### config.mk
export PLATFORM = sky130hd
export DESIGN_NAME = hci_outstanding_source_v2
export DESIGN_NICKNAME = d
export VERILOG_FILES = /design/src/rtl/hci_outstanding_source_v2.sv
export SDC_FILE = /design/constraint.sdc
export NUM_CORES = 1
export LEC_CHECK = 0
export CORE_MARGIN = 2
export CORE_UTILIZATION = 60
export CTS_CLUSTER_DIAMETER = 200
export DETAILED_ROUTE_END_ITERATION = 8
export HOLD_SLACK_MARGIN = 0.03
export PLACE_DENSITY = 0.95
export REMOVE_ABC_BUFFERS = 1
export SYNTH_ARGS = -nofsm -noshare
export SYNTH_HDL_FRONTEND = slang
export SYNTH_SLANG_ARGS = --single-unit
### constraint.sdc
create_clock -name clk_i -period 12.5 [get_ports clk_i]
set_clock_uncertainty 0.05 [all_clocks]
set_input_delay 3.75 -clock clk_i [delete_from_list [all_inputs] [get_ports clk_i]]
set_output_delay 3.75 -clock clk_i [all_outputs]
set_load 0.01 [all_outputs]
### src/rtl/hci_outstanding_source_v2.sv
// Credit-based HCI-Outstanding load streamer: 2D strided loads, realigned in-order stream.
// Optional macro HCI_OUTSTANDING_SOURCE_STALL_CNT_EN enables the request stall counter.
module hci_outstanding_source_v2 #(
  parameter int unsigned DATA_WIDTH      = 64,
  parameter int unsigned MISALIGNED      = 1,
  parameter int unsigned MAX_OUTSTANDING = 8,
  parameter int unsigned TRANS_CNT       = 16,
  localparam int unsigned SDW = DATA_WIDTH - 32 * MISALIGNED,
  localparam int unsigned CW  = $clog2(MAX_OUTSTANDING) + 1
) (
  input  logic                    clk_i,
  input  logic                    rst_ni,
  input  logic                    clear_i,
  input  logic                    enable_i,
  input  logic                    req_start_i,
  input  logic [31:0]             base_addr_i,
  input  logic [TRANS_CNT-1:0]    d0_len_i,
  input  logic [31:0]             d0_stride_i,
  input  logic [31:0]             d1_stride_i,
  input  logic [TRANS_CNT-1:0]    tot_len_i,
  output logic                    tcdm_req_valid_o,
  input  logic                    tcdm_req_ready_i,
  output logic [31:0]             tcdm_req_add_o,
  output logic                    tcdm_req_wen_o,
  output logic [DATA_WIDTH/8-1:0] tcdm_req_be_o,
  input  logic                    tcdm_resp_valid_i,
  output logic                    tcdm_resp_ready_o,
  input  logic [DATA_WIDTH-1:0]   tcdm_resp_data_i,
  output logic                    stream_valid_o,
  input  logic                    stream_ready_i,
  output logic [SDW-1:0]          stream_data_o,
  output logic [SDW/8-1:0]        stream_strb_o,
  output logic                    ready_start_o,
  output logic                    done_o,
  output logic [CW-1:0]           credits_o,
  output logic [31:0]             stall_cnt_o
);

  // state | meaning
  // IDLE  | waiting for req_start_i
  // ISSUE | generating addresses and issuing loads
  // DRAIN | all loads issued, streaming out remaining beats
  typedef enum logic [1:0] {IDLE = 2'd0, ISSUE = 2'd1, DRAIN = 2'd2} state_t;

  localparam int unsigned PW  = $clog2(MAX_OUTSTANDING);
  localparam int unsigned DCW = CW + 1;

  state_t state_q, state_d;

  logic [31:0]          addr_q, row_q;
  logic [TRANS_CNT-1:0] col_q, req_cnt_q, beat_cnt_q;
  logic [CW-1:0]        credits_q, ofs_cnt_q, dat_cnt_q;
  logic [DCW-1:0]       drop_cnt_q;
  logic [PW-1:0]        ofs_wr_q, ofs_rd_q, dat_wr_q, dat_rd_q;
  logic [1:0]           ofs_mem [MAX_OUTSTANDING];
  logic [SDW-1:0]       dat_mem [MAX_OUTSTANDING];
  logic                 start, req_fire, resp_fire, resp_push, resp_drop, pop;
  logic                 last_req, last_beat;
  logic [SDW-1:0]       resp_aligned;

  assign start            = (state_q == IDLE) && req_start_i && enable_i;
  assign tcdm_req_valid_o = (state_q == ISSUE) && (credits_q != '0) && enable_i;
  assign req_fire         = tcdm_req_valid_o && tcdm_req_ready_i;
  assign resp_fire        = tcdm_resp_valid_i && enable_i;
  // Responses to loads issued before a clear are discarded, oldest first.
  assign resp_drop        = resp_fire && (drop_cnt_q != '0);
  assign resp_push        = resp_fire && (drop_cnt_q == '0);
  assign stream_valid_o   = (dat_cnt_q != '0);
  assign pop              = stream_valid_o && stream_ready_i && enable_i;
  assign last_req         = (req_cnt_q == tot_len_i - TRANS_CNT'(1));
  assign last_beat        = (beat_cnt_q == tot_len_i - TRANS_CNT'(1));

  assign resp_aligned = SDW'(tcdm_resp_data_i >>
                             ((MISALIGNED != 0) ? {ofs_mem[ofs_rd_q], 3'b000} : 5'd0));

  assign tcdm_req_add_o    = {addr_q[31:2], 2'b00};
  assign tcdm_req_wen_o    = 1'b1;
  assign tcdm_req_be_o     = '0;
  assign tcdm_resp_ready_o = enable_i;
  assign stream_data_o     = dat_mem[dat_rd_q];
  assign stream_strb_o     = '1;
  assign ready_start_o     = (state_q == IDLE);
  assign credits_o         = credits_q;

  always_comb begin
    state_d = state_q;
    done_o  = 1'b0;
    unique case (state_q)
      IDLE:    if (start) state_d = ISSUE;
      ISSUE:   if (req_fire && last_req) state_d = DRAIN;
      DRAIN:   if (pop && last_beat) begin
                 state_d = IDLE;
                 done_o  = 1'b1;
               end
      default: state_d = IDLE;
    endcase
  end

  always_ff @(posedge clk_i or negedge rst_ni) begin
    if (!rst_ni)        state_q <= IDLE;
    else if (clear_i)   state_q <= IDLE;
    else if (enable_i)  state_q <= state_d;
  end

  always_ff @(posedge clk_i or negedge rst_ni) begin
    if (!rst_ni) begin
      addr_q     <= '0;
      row_q      <= '0;
      col_q      <= '0;
      req_cnt_q  <= '0;
      beat_cnt_q <= '0;
      credits_q  <= CW'(MAX_OUTSTANDING);
      ofs_cnt_q  <= '0;
      dat_cnt_q  <= '0;
      ofs_wr_q   <= '0;
      ofs_rd_q   <= '0;
      dat_wr_q   <= '0;
      dat_rd_q   <= '0;
      drop_cnt_q <= '0;
    end else if (clear_i) begin
      addr_q     <= '0;
      row_q      <= '0;
      col_q      <= '0;
      req_cnt_q  <= '0;
      beat_cnt_q <= '0;
      credits_q  <= CW'(MAX_OUTSTANDING);
      ofs_cnt_q  <= '0;
      dat_cnt_q  <= '0;
      ofs_wr_q   <= '0;
      ofs_rd_q   <= '0;
      dat_wr_q   <= '0;
      dat_rd_q   <= '0;
      drop_cnt_q <= drop_cnt_q + DCW'(ofs_cnt_q) + DCW'(req_fire) - DCW'(resp_fire);
    end else if (enable_i) begin
      if (req_fire) begin
        req_cnt_q <= req_cnt_q + TRANS_CNT'(1);
        ofs_wr_q  <= ofs_wr_q + PW'(1);
        if (col_q == d0_len_i - TRANS_CNT'(1)) begin
          col_q  <= '0;
          row_q  <= row_q + d1_stride_i;
          addr_q <= row_q + d1_stride_i;
        end else begin
          col_q  <= col_q + TRANS_CNT'(1);
          addr_q <= addr_q + d0_stride_i;
        end
      end
      if (resp_push) begin
        ofs_rd_q <= ofs_rd_q + PW'(1);
        dat_wr_q <= dat_wr_q + PW'(1);
      end
      if (resp_drop) drop_cnt_q <= drop_cnt_q - DCW'(1);
      if (pop) begin
        dat_rd_q   <= dat_rd_q + PW'(1);
        beat_cnt_q <= beat_cnt_q + TRANS_CNT'(1);
      end
      ofs_cnt_q <= ofs_cnt_q + CW'(req_fire) - CW'(resp_push);
      dat_cnt_q <= dat_cnt_q + CW'(resp_push) - CW'(pop);
      credits_q <= credits_q - CW'(req_fire) + CW'(pop);
      if (start) begin
        addr_q     <= base_addr_i;
        row_q      <= base_addr_i;
        col_q      <= '0;
        req_cnt_q  <= '0;
        beat_cnt_q <= '0;
      end
    end
  end

  always_ff @(posedge clk_i) begin
    if (enable_i && !clear_i) begin
      if (req_fire)  ofs_mem[ofs_wr_q] <= addr_q[1:0];
      if (resp_push) dat_mem[dat_wr_q] <= resp_aligned;
    end
  end

`ifdef HCI_OUTSTANDING_SOURCE_STALL_CNT_EN
  logic [31:0] stall_q;
  always_ff @(posedge clk_i or negedge rst_ni) begin
    if (!rst_ni)                 stall_q <= '0;
    else if (clear_i || start)   stall_q <= '0;
    else if (tcdm_req_valid_o && !tcdm_req_ready_i && stall_q != '1)
                                 stall_q <= stall_q + 32'd1;
  end
  assign stall_cnt_o = stall_q;
`else
  assign stall_cnt_o = '0;
`endif

  a_credit_bound: assert property (@(posedge clk_i) disable iff (!rst_ni)
    credits_q <= CW'(MAX_OUTSTANDING));
  a_resp_expected: assert property (@(posedge clk_i) disable iff (!rst_ni)
    resp_fire |-> (ofs_cnt_q != '0 || drop_cnt_q != '0));

endmodule
==> implementation parameters <==
Parameter                              Value

Setup path
  Largest fanout on the critical path ... 8
  Worst R2R Setup Slack ... 8.06 ns
  Cells along the critical path ... clkdlybuf4s50_1 > inv_1 > ha_1 > or4b_1 > nor2_1 > nor3b_1 > nor4_1 > o2111ai_1 > or4_1 > nor2_1 > clkdlybuf4s50_1
  Critical path startpoint ... tot_len_i[0]
  Largest incremental delay on the critical path ... 0.62 ns
  Startpoint of the worst register-to-register path ... credits_o[3]
  Reg2Reg Capture Point ... ofs_mem[4][0]
  Worst-path cell with the longest stage delay ... or4b_1
  Launching element type of the critical path ... primary input
  Arrival @ worst endpoint ... roughly 7.4 ns
  Required time of the worst setup path ... slightly below 9 ns
  R2R depth ... 9
  Category of the most critical setup path ... primary input to output pin
  Critical Path Sink ... done_o
  Nature of the critical path endpoint ... output pin

CTS
  # clock sinks ... between 400 and 500
  Clock-pin slew on the worst setup and hold paths ... approximately 0.07 ns
  CTS Buf Count ... 42
  Deepest clock path buffer count ... 3
  H-tree depth reported by CTS ... 2
  Post-CTS setup buffer count ... 0
  Cells resized by post-CTS repair ... 0
  CTS Hold Buffers Added ... 0
  CTS tree ... built
  Worst-Skew Late Latency ... 0.55 ns
  Clk root buf ... clkbuf_16

Placed design
  Total placed cells including tap cells ... ~2700
  Weighted congestion reported at the end of routability-driven placement ... between 0.9 and 1
  Total cell area at the placement stage ... between 20000 and 30000 µm²
  Count of buffers from port buffering ... around 260
  Half-perimeter wire length after placement ... around 41000 µm

Die
  Core box area ... 38800 µm²
  Std-Cell Rows ... 72
  Width of the die ... slightly above 200 µm
  Floorplan die area ... ~40000 µm²
  Die height ... slightly above 200 µm
  Number of top-level pins ... ~320
  Starting utilization of the core area ... approximately three fifths

Route
  Final WL ... between 60000 and 70000 µm
  Drc violations ... 0
  Post-route antenna net violation count ... 0
  First drt pass iteration count ... 5
  WL/cell ... 21.6 µm
  Via density per instance ... between 6 and 7
  First DRT Iteration DRCs ... between 1000 and 1500
  Via count ... between 15000 and 20000

Final layout
  Final Instance Count excl. Fillers ... between 2000 and 3000
  Post-route design area ... about 28000 µm²
  Fraction of layout instances using a drive strength above 1 ... ~9.9%
  Layout overhead on the synthesized area ... 17.5%
  Net count reported at finish ... 2544
  Filler Cells Inserted ... approximately 2500

GRT
  First-pass GRT wire length ... between 90000 and 100000 µm
  Overflow left after global routing ... 0
  Initial antenna violation count ... 4
  Total routing usage reported by global routing ... 29.0%
  Via count of the first global-routing pass ... between 15000 and 20000
  Largest net degree at the start of global routing ... slightly below 80

Yosys
  Count of synthesis-stage warnings from yosys ... 0
  Distinct cell type count after synthesis ... 87
  Async S/R FF share, synth ... 34.5%
  Sequential area share after synthesis ... 49.7%
  Number of flops mapped to enable cells by yosys ... between 200 and 300
  Dominant cell by count in the synthesized netlist ... edfxtp_1
  Average cell area after synthesis ... roughly 12 µm²
  Cell types with the highest counts after synthesis ... 272 x edfxtp_1, 165 x nor2_1, 142 x dfrtp_1, 142 x nand2_1, 110 x a21oi_1
  Post-synth design cell area ... 23700 µm²
  Area share of the largest cell type after synthesis ... roughly a third
  Gate Count Post-Synth ... roughly 2000
  Synth area leaders ... edfxtp_1 35%, dfrtp_1 15%, mux4_2 6.5%
  Flip-flop and latch count after synthesis ... 415
  Cell taking the most area after synthesis ... edfxtp_1
  Most used DFF post-synth ... edfxtp_1

Pwr
  Switching component of the power ... about 0.00084 W
  Sequential cell fraction of total power ... 45.5%
  Proportion of power drawn by combinational gates ... 16.0%
  Sw Ratio ... 25.3%
  Fraction of power consumed by the clock network ... 38.5%
  PwrDens ... around 120 nW/µm²
  Static Leak ... between 10 and 15 nW
  Cell-internal power ... 0.00249 W
  Worst IR drop on VDD ... a little over 0.00009 V

Worst hold path
  Classification of the worst-slack hold path ... register to register

Job
  Max Cap Viol ... 0

Run status
  Outcome ... finished clean

STA
  Final hold vios ... 0
  RSZ-0062 raised after global routing ... false
  Final setup violation count ... 0
  Max-slew violation count ... 0
  Fin Setup TNS ... 0 ns
  Share of the clock period used by the worst path ... 89.5%
  Measured slew at the worst slew-check pin ... 1.14 ns
  Fmax achieved ... approximately 0.089 GHz
  Relative slew slack ... roughly 23%
  Final min period ... around 11 ns
  Worst hold slack ... 0.434 ns
==> critical path, delay by kind of cell <==
kind                       cells  cell delay (ns)
buffers and inverters          3             1.18
AOI/OAI and AO/OA              1             0.15
and+or+nand+nor                6             2.12
adders and majority gates      1             0.19
==> state kept, by name (all words and copies together), names as in the netlist <==
name,cells
dat_rd_q,3
dat_mem,256
dat_cnt_q,4
ofs_wr_q,3
ofs_cnt_q,4
drop_cnt_q,5
addr_q,32
ofs_rd_q,3
dat_wr_q,3
row_q,32
ofs_mem,16
req_cnt_q,16
col_q,16
state_q,2
credits_o,4
beat_cnt_q,16
==> worst min path at each step <==
| stage | from | end | slack [ns] | cells past startpoint |
|---|---|---|---|---|
| floorplan | row_q[24] | row_q[24] | 0.40 | 1 |
| global placement | row_q[20] | row_q[20] | 0.41 | 1 |
| detailed placement | row_q[24] | row_q[24] | 0.42 | 1 |
| CTS | row_q[24] | row_q[24] | 0.44 | 1 |
| global route | row_q[24] | row_q[24] | 0.45 | 1 |
| finish | row_q[24] | row_q[24] | 0.43 | 1 |
==> placed cells by master, fill, tap and decap left out, types with 24 or more instances in the layout <==
master / n
nand2_1: 142
o21ai_1: 51
conb_1: 47
a21o_1: 30
nor3_1: 38
nand3_1: 32
nor2_1: 158
mux4_2: 68
mux2i_1: 89
clkdlybuf4s50_1: 261
ha_1: 93
dfrtp_1: 140
clkbuf_16: 42
xor2_1: 76
inv_1: 63
a21oi_1: 110
edfxtp_1: 272
o21ai_0: 70
xnor2_1: 99
mux2_2: 34
nand4_1: 24
==> power by group through the flow <==
stage	combinational [W]	clock [W]	sequential, W
final	0.000533	0.00129	0.00152
after global routing	0.000582	0.00135	0.00152
after CTS	0.000530	0.00130	0.00152
after detailed placement	0.000523	0	0.00155
after global placement	0.000500	0	0.00154
after floorplan	0.000317	0	0.00155
==> area by class of cell <==
class / count / area, µm² / share of cell area [%]
sequential: 415 / 11800 / 42.3
inverter: 64 / 240 / 0.864
tap: 518 / 648 / 2.33
multi-input combinational: 1436 / 11000 / 39.4
clock inverter: 25 / 332 / 1.19
antenna: 3 / 7.51 / 0.0270
clock buffer: 48 / 1070 / 3.86
timing repair buffer: 285 / 2800 / 10.1
==> cells by family (layout without fill, tap and decap cells) <==
kind of cell	count (synthesis)	count (layout)	share of synthesized area (%)
buffers and inverters	229	422	5.02
AND/OR/NAND/NOR	517	517	10.5
other	2	50	0.0317
AO/OA/AOI/OAI	403	403	10.8
XOR/XNOR	176	176	6.57
adder cells (fa/ha/maj)	100	100	5.51
flip-flops	415	415	49.7
multiplexers	193	193	11.9
==> per-layer routing <==
layer / up-vias / GRT usage (%) / wire [µm] / share of wire (%)
met2: 820 / 51.4 / 30600 / 51
met5: - / 0 / 14 / 0.023
met1: 8499 / 36.3 / 23100 / 38
met3: 145 / 5.01 / 4630 / 7.7
li1: 7819 / - / - / -
met4: 2 / 9.65 / 2070 / 3.4
==> per-stage QoR <==
stage               power (W)  util, %  worst slack (ns)
detailed placement    0.00207     68.0              1.33
global placement      0.00204     68.0              1.40
floorplan             0.00187        -              2.73
global route          0.00345     71.6              1.05
finish                0.00334     71.6              1.31
CTS                   0.00335     71.6              1.32
(Power assumes the default switching activity.)
==> variant (same flow settings) <==
Register the output `credits_o` once more, cleared by the reset; this adds one clock of latency there. The other outputs are not delayed to match.
--- a/src/rtl/hci_outstanding_source_v2.sv
+++ b/src/rtl/hci_outstanding_source_v2.sv
@@ -80,7 +80,13 @@
   assign stream_data_o     = dat_mem[dat_rd_q];
   assign stream_strb_o     = '1;
   assign ready_start_o     = (state_q == IDLE);
-  assign credits_o         = credits_q;
+  always_ff @(posedge clk_i or negedge rst_ni) begin
+    if (!rst_ni) begin
+      credits_o <= '0;
+    end else begin
+      credits_o <= credits_q;
+    end
+  end
 
   always_comb begin
     state_d = state_q;
Check against the original RTL: not equivalent (a bounded check fails within 4 cycles, from zero or initial values and one cycle with rst_ni low).
==> variant against the original RTL <==
Final cell count grew 0.18%. Setup slack gained 0.067 ns. Routed wire length is 6.0% higher. Non-clock buffer count rose by 2. Cell area grew 0.33%. Sequential cell count is 4 higher. Synthesized area rose by 0.67%. Global-route usage grew 1.9 points. Utilization rose by 0.072 points. Total power rose by 10%. Combinational power increased by 57%. Sequential share of layout area grew 0.22 points.
==> variant: results (changes against the original RTL) <==
stage	metric	value	unit	change
critical_path	worstPathArrival	7.33	ns	was 7.39 ns
routing	drtIter0Drc	1752		was 1381
grt	gr-usage-met3	0.04506		was 0.05008
grt	grtUsageTotal	0.3096		was 0.2904
routing	wl_per_cell	22.86	um	was 21.61 um
placement	gp_congestion	0.9816		was 0.9579
power	worst_ir_drop_vdd	0.0001308	V	was 0.00009264 V
finish	drive_above_1_share	0.1014		was 0.09943
placement	place_ws	1.382	ns	was 1.327 ns
yosys	synth_cells	2038		was 2035
critical_path	r2r-start	credits_q[3]		was credits_o[3]
power	internal-power	2.610	mW	was 2.494 mW
routing	met1_length	23.57	mm	was 23.07 mm
routing	wl_met2	32.38	mm	was 30.61 mm
critical_path	r2r_end	ofs_mem[6][0]		was ofs_mem[4][0]
grt	met2_usage	0.5456		was 0.5139
min_path	min_to	credits_o[3]		was row_q[24]
cts	cts_buffers	43		was 42
sta	worst_slew_pin_slew	1.064	ns	was 1.137 ns
power	p_leak	10.88	nW	was 10.79 nW
finish	finalNonFillerCells	2799		was 2794
yosys	synth_xor_area_frac	0.06535		was 0.06574
yosys	synth_area_leaders	edfxtp_1, dfrtp_1, mux4_2		unchanged
sta	hold_ws	0.3653	ns	was 0.4339 ns
min_path	min_path_cells	0		was 1
routing	vias_per_cell	6.407		was 6.186
routing	dr.pass1.iters	6		was 5
placement	hpwlAfterDp	41.49	mm	was 40.80 mm
yosys	synth_fa_ha_area_frac	0.05474		was 0.05511
finish	nets	2543		was 2544
status	status	finished clean		unchanged
min_path	hp-start	credits_q[3]		was row_q[24]
grt	antenna_found_initial	6		was 4
routing	route.met3.wl	5.378	mm	was 4.630 mm
grt	grt_pass1_wl	100.2	mm	was 94.02 mm
placement	dp.cells	2716		was 2718
finish	final_util	0.7170		was 0.7163
grt	use_met1	0.3838		was 0.3626
grt	grt_max_degree	79		was 77
sta	period_share	0.8901		was 0.8954
cts	clk_latency	0.57	ns	was 0.55 ns
yosys	synthTopCellsByCount	edfxtp_1, nand2_1, dfrtp_1, nor2_1, a21oi_1		was edfxtp_1, nor2_1, dfrtp_1, nand2_1, a21oi_1
yosys	synth.distinct_cells	85		was 87
yosys	async_reset_ff_frac	0.3508		was 0.3446
yosys	ys_seq_area_frac	0.4975		was 0.4965
critical_path	cp_max_fo	6		was 8
-- variant: cell types whose count changed in the layout (fill, tap and decap cells not counted), moves of 12 or more --
cell	delta
o21ai_1	-41
o31ai_1	+23
nand2_1	+22
o21ai_0	+22
nor2_1	-19
xnor2_1	-19
xor2_1	+14
a21oi_1	-12
nand3_1	+12
-- variant: area by class of cell --
type | instances | area [um^2]
timing repair buffer | 287 | 2806
clock inverter | 26 | 221.5
antenna | 4 | 10.01
sequential | 419 | 11850
tap | 518 | 648.1
inverter | 54 | 202.7
fill | 2521 | 11010
multi-input combinational | 1438 | 11030
clock buffer | 53 | 1134
-- variant: power groups by stage --
stage	registers [mW]	logic (mW)	clock network (mW)
2_1_floorplan	1.61	0.539	0
3_3_place_gp	1.61	0.777	0
3_5_place_dp	1.61	0.811	0
4_1_cts	1.58	0.825	1.27
5_1_grt	1.59	0.914	1.32
6_report	1.58	0.838	1.26
